<file path="config.mk">
export PLATFORM = sky130hd
export DESIGN_NAME = rr_arbiter_fsm
export DESIGN_NICKNAME = d
export VERILOG_FILES = /design/src/rtl/rr_arb_pkg.sv /design/src/rtl/rr_pick.sv /design/src/rtl/rr_arbiter_fsm.sv
export SDC_FILE = /design/constraint.sdc
export NUM_CORES = 1
export LEC_CHECK = 0
export ABC_AREA = 1
export ABC_CLOCK_PERIOD_IN_PS = 1250
export CAP_MARGIN = 40
export CELL_PAD_IN_SITES_DETAIL_PLACEMENT = 1
export CELL_PAD_IN_SITES_GLOBAL_PLACEMENT = 2
export CORE_MARGIN = 2
export CORE_UTILIZATION = 26
export CTS_CLUSTER_DIAMETER = 50
export DETAILED_ROUTE_END_ITERATION = 12
export PLACE_DENSITY = 0.81
export SLEW_MARGIN = 30
export SYNTH_ARGS = -nofsm -noshare
export SYNTH_HDL_FRONTEND = slang
export SYNTH_SLANG_ARGS = --single-unit
</file>
<file path="constraint.sdc">
create_clock -name clk -period 1.25 [get_ports clk]
set_input_delay 0.125 -clock clk [delete_from_list [all_inputs] [get_ports clk]]
set_output_delay 0.125 -clock clk [all_outputs]
set_load 0.03 [all_outputs]
</file>
<file path="src/rtl/rr_arb_pkg.sv">
// Shared types and default sizing for the round-robin arbiter.
package rr_arb_pkg;

  localparam int unsigned RR_N_DEFAULT        = 4;
  localparam int unsigned RR_MAX_HOLD_DEFAULT = 8;

  typedef enum logic [1:0] {
    IDLE    = 2'd0,
    GRANT   = 2'd1,
    RELEASE = 2'd2
  } arb_state_t;

endpackage

</file>
<file path="src/rtl/rr_pick.sv">
// Combinational round-robin picker: first set req bit at or after ptr, wrapping.
module rr_pick
  import rr_arb_pkg::*;
#(
  parameter int unsigned N  = RR_N_DEFAULT,
  parameter int unsigned IW = (N > 1) ? $clog2(N) : 1
) (
  input  logic [N-1:0]  req,
  input  logic [IW-1:0] ptr,
  output logic          found,
  output logic [IW-1:0] idx
);

  int unsigned cand;

  // Scan offsets 0..N-1 from ptr; the first hit wins.
  always_comb begin
    found = 1'b0;
    idx   = '0;
    cand  = 0;
    for (int unsigned i = 0; i < N; i++) begin
      cand = 32'(ptr) + i;
      if (cand >= N) begin
        cand = cand - N;
      end
      if (!found && req[cand[IW-1:0]]) begin
        found = 1'b1;
        idx   = cand[IW-1:0];
      end
    end
  end

endmodule

</file>
<file path="src/rtl/rr_arbiter_fsm.sv">
// Round-robin arbiter with bounded tenure and a dead cycle between owners.
module rr_arbiter_fsm
  import rr_arb_pkg::*;
#(
  parameter int unsigned N        = RR_N_DEFAULT,
  parameter int unsigned MAX_HOLD = RR_MAX_HOLD_DEFAULT
) (
  input  logic                                   clk,
  input  logic                                   rst_n,
  input  logic [N-1:0]                           req,
  input  logic                                   done,
  output logic [N-1:0]                           gnt,
  output logic [((N > 1) ? $clog2(N) : 1)-1:0]   gnt_id,
  output logic                                   busy,
  output logic                                   timeout
);

  localparam int unsigned IW = (N > 1) ? $clog2(N) : 1;
  localparam int unsigned HW = $clog2(MAX_HOLD);

  arb_state_t    state;
  logic [IW-1:0] owner;
  logic [IW-1:0] ptr;
  logic [HW-1:0] hold;

  logic          pick_found;
  logic [IW-1:0] pick_idx;
  logic          expired_c;
  logic          normal_exit_c;
  logic [IW-1:0] ptr_next_c;

  rr_pick #(
    .N  (N),
    .IW (IW)
  ) u_pick (
    .req   (req),
    .ptr   (ptr),
    .found (pick_found),
    .idx   (pick_idx)
  );

  assign expired_c     = (hold == HW'(MAX_HOLD - 1));
  assign normal_exit_c = done || !req[owner];
  assign ptr_next_c    = (owner == IW'(N - 1)) ? '0 : owner + IW'(1);

  // State, owner, pointer, hold counter and all registered outputs.
  always_ff @(posedge clk or negedge rst_n) begin
    if (!rst_n) begin
      state   <= IDLE;
      owner   <= '0;
      ptr     <= '0;
      hold    <= '0;
      gnt     <= '0;
      gnt_id  <= '0;
      busy    <= 1'b0;
      timeout <= 1'b0;
    end else begin
      timeout <= 1'b0;
      case (state)
        IDLE, RELEASE: begin
          hold <= '0;
          if (pick_found) begin
            state  <= GRANT;
            owner  <= pick_idx;
            gnt    <= N'(1) << pick_idx;
            gnt_id <= pick_idx;
            busy   <= 1'b1;
          end else begin
            state  <= IDLE;
            gnt    <= '0;
            gnt_id <= '0;
            busy   <= 1'b0;
          end
        end
        GRANT: begin
          if (normal_exit_c || expired_c) begin
            state   <= RELEASE;
            ptr     <= ptr_next_c;
            hold    <= '0;
            gnt     <= '0;
            gnt_id  <= '0;
            busy    <= 1'b0;
            // A coincident done or request drop outranks expiry.
            timeout <= !normal_exit_c;
          end else begin
            hold <= hold + HW'(1);
          end
        end
        default: begin
          state  <= IDLE;
          owner  <= '0;
          hold   <= '0;
          gnt    <= '0;
          gnt_id <= '0;
          busy   <= 1'b0;
        end
      endcase
    end
  end

endmodule

</file>
==> results <==
==> state kept, by name (all words and copies together) (netlist names) <==
signal   flops
gnt_id       2
timeout      1
ptr          2
hold         3
gnt          4
state        2
owner        2
==> power by group <==
part | internal, W | switching, W | total, W | leakage (nW)
combinational | 0.00123 | 0.00169 | 0.00291 | 0.596
sequential | 0.000701 | 0.000151 | 0.000853 | 0.206
clock | 0.000279 | 0.000175 | 0.000455 | 0.0288
==> synth_stat cells <==
cell type	n
o21ai_1	2
nand2_2	13
nor2_2	1
buf_6	1
nor2_1	6
nand3_1	8
nand2_1	50
inv_1	20
o211ai_1	3
nor3_1	1
nand4_1	1
inv_8	1
nand4_2	1
nand3b_1	1
dfrtp_1	16
a21oi_1	1
o21ai_0	3
ha_1	3
inv_2	1
nor2_4	1
o21bai_1	1
==> final cells by class <==
cell class / instances / share of cell area
tap: 48 / 0.0382
timing repair inverter: 1 / 0.00557
sequential: 16 / 0.257
inverter: 22 / 0.0621
timing repair buffer: 37 / 0.209
multi-input combinational: 96 / 0.393
clock buffer: 4 / 0.0350
==> routing by layer <==
metal | part of all wire | track usage | wire length, um
met1 | 0.41 | 0.164 | 1120
met2 | 0.57 | 0.287 | 1580
met3 | 0.013 | 0.0154 | 36
met4 | 0.0098 | 0.0313 | 27
met5 | 0 | 0 | 0
==> cells by family (layout without fill, tap and decap cells) <==
| family | Yosys count | in the layout |
|---|---|---|
| adders and majority gates | 3 | 3 |
| buffers and inverters | 23 | 64 |
| and+or+nand+nor | 83 | 83 |
| AOI/OAI and AO/OA | 10 | 10 |
| DFF | 16 | 16 |
==> final timing paths <==
kind / from / slack [ns] / to / cells past startpoint
max: ptr[0] / -0.30 / gnt[3] / 13
min: rst_n / 0.19 / hold[0] / 2
max reg2reg: ptr[0] / -0.30 / gnt[3] / 13
min reg2reg: gnt_id[0] / 0.48 / gnt_id[0] / 2
max in group asynchronous: rst_n / 0.85 / state[0] / 2
min in group clk: gnt_id[0] / 0.48 / gnt_id[0] / 2
==> timing repair <==
action | CTS | global route
endpoints found under the setup margin | 22 | 16
buffers inserted | 7 | 3
resized for setup | 36 | 21
pin swaps | 13 | 12
gates cloned | 1 | 0
==> through the flow <==
step           instance area [sq um]  hold slack (ns)
2_1_floorplan                   1000           -0.171
3_3_place_gp                    1300            0.420
3_5_place_dp                    1300            0.437
4_1_cts                         1500            0.197
5_1_grt                         1570            0.221
6_report                        1570            0.194
==> metrics <==
outcome finished with violations; failing checks setup timing; Via density between 4 and 5; Fmax achieved 644 MHz; slew at the pin closest to its max-slew limit between 0.3 and 0.4 ns; initial core utilization 0.270; vias in the first global route roughly 1100; proportion of layout cells with a drive suffix above 1 0.455; Compound-Gate Fraction of Synth Area 0.0613; Tot GR Track Use 0.145; Adder-Cell Fraction of Synth Area 0.0383; Final period util 1.24; TritonCTS Buffers 3; drt drc 0; Die Span Y about 65 um; CTS tree built; Clock Path Buffers 2; final wirelength ~2800 um; setup TNS -2.55 ns; post-synthesis cell count around 140; max-slew violations 0; grt ovf 0; Setup CP Type reg2reg; first drt pass iteration count 4; MaxCap Viol Count 0; Max-slew headroom 0.794; n_diodes 0; main area contributors after synthesis dfrtp_1 41%, nand2_1 19%, nand2_2 8.3%; core area roughly 3600 sq um; #FFs+latches synth 16; largest area contributor in the netlist dfrtp_1; main combinational cell family by area after synthesis simple AND/OR/NAND/NOR gates; RePlAce Congestion between 0.8 and 0.9; number of instances in the placed design 210; Worst-path clk slew approximately 0.06 ns; crit path buf inv count 3; Non-Filler Instances approximately 220; largest net degree at the start of global routing 17; Layout Area Growth over Synthesis 60.5%; filler instances ~460; final-report hold violation count 0; delay-heaviest family, CP simple AND/OR/NAND/NOR gates; final setup fails 11; Most Frequent Cell on Critical Path nand2_1; die area 4280 sq um; crit-path cells buf_12 > inv_12 > nand2_4 > nand2_4 > buf_6 > nand2_2 > nand2_1 > nand2_1 > nand2_1 > nand2_1 > nand2_2 > nand3b_1 > nand2_1; Yosys top cell area share 0.409; first-pass GRT wire length roughly 4800 um; DR iter-0 viols 19; Layout Skew 0.000776 ns; IO Count 15; Setup WS post-layout -0.303 ns; startpoint types register; cts hold-fix bufs 0; post-layout min period approximately 1.6 ns; Yosys warning total 0; H-tree depth reported by CTS 1; latest clock arrival within the worst-skew pair between 0.2 and 0.3 ns; FF+latch area between 400 and 500 sq um; nets roughly 190; LEAKAGE 0.831 nW; Cell Pwr Density around 2700 nW/um^2; synthesized area per cell between 7 and 8 sq um; routed len/inst between 10 and 15 um; VDD IR max roughly 0.00096 V; Buffers on Ports 14; most frequent cells in the layout 35 x nand2_1, 22 x nand2_2, 19 x buf_4; CTS Sinks 16; Setup WS pre-CTS -0.452 ns; die width ~65 um; Post-Synth Simple-Gate Area 0.388; post-synthesis instance area just under 1000 sq um; element type at the critical path end register; Seq/Total Area, Yosys 0.409; overall power 0.00422 W; post-route ant nets 0; area occupied by multi-input gates around 620 sq um; crit path max-delay cell type dfrtp_2; Worst Hold Class in2async; Worst Path Max Fanout 5; Final HPWL DP slightly above 2000 um; post-synthesis mux area share 0; Critical Path Max Stage Delay 0.44 ns; Clock Root Buffer clkbuf_8; Synth Area in XOR/XNOR 0; Yosys cell types 21; CP required approximately 1.4 ns; Core Util, Final 0.433; antenna violations before repair 0; WP data arrival 1.69 ns; RSZ-0062 raised after global routing yes; commonest non-fill, non-tap cell in the layout nand2_1; Net Count, Synth between 100 and 150; Rows 22; via count 993
No activity file was read; power rests on OpenSTA's default activity.
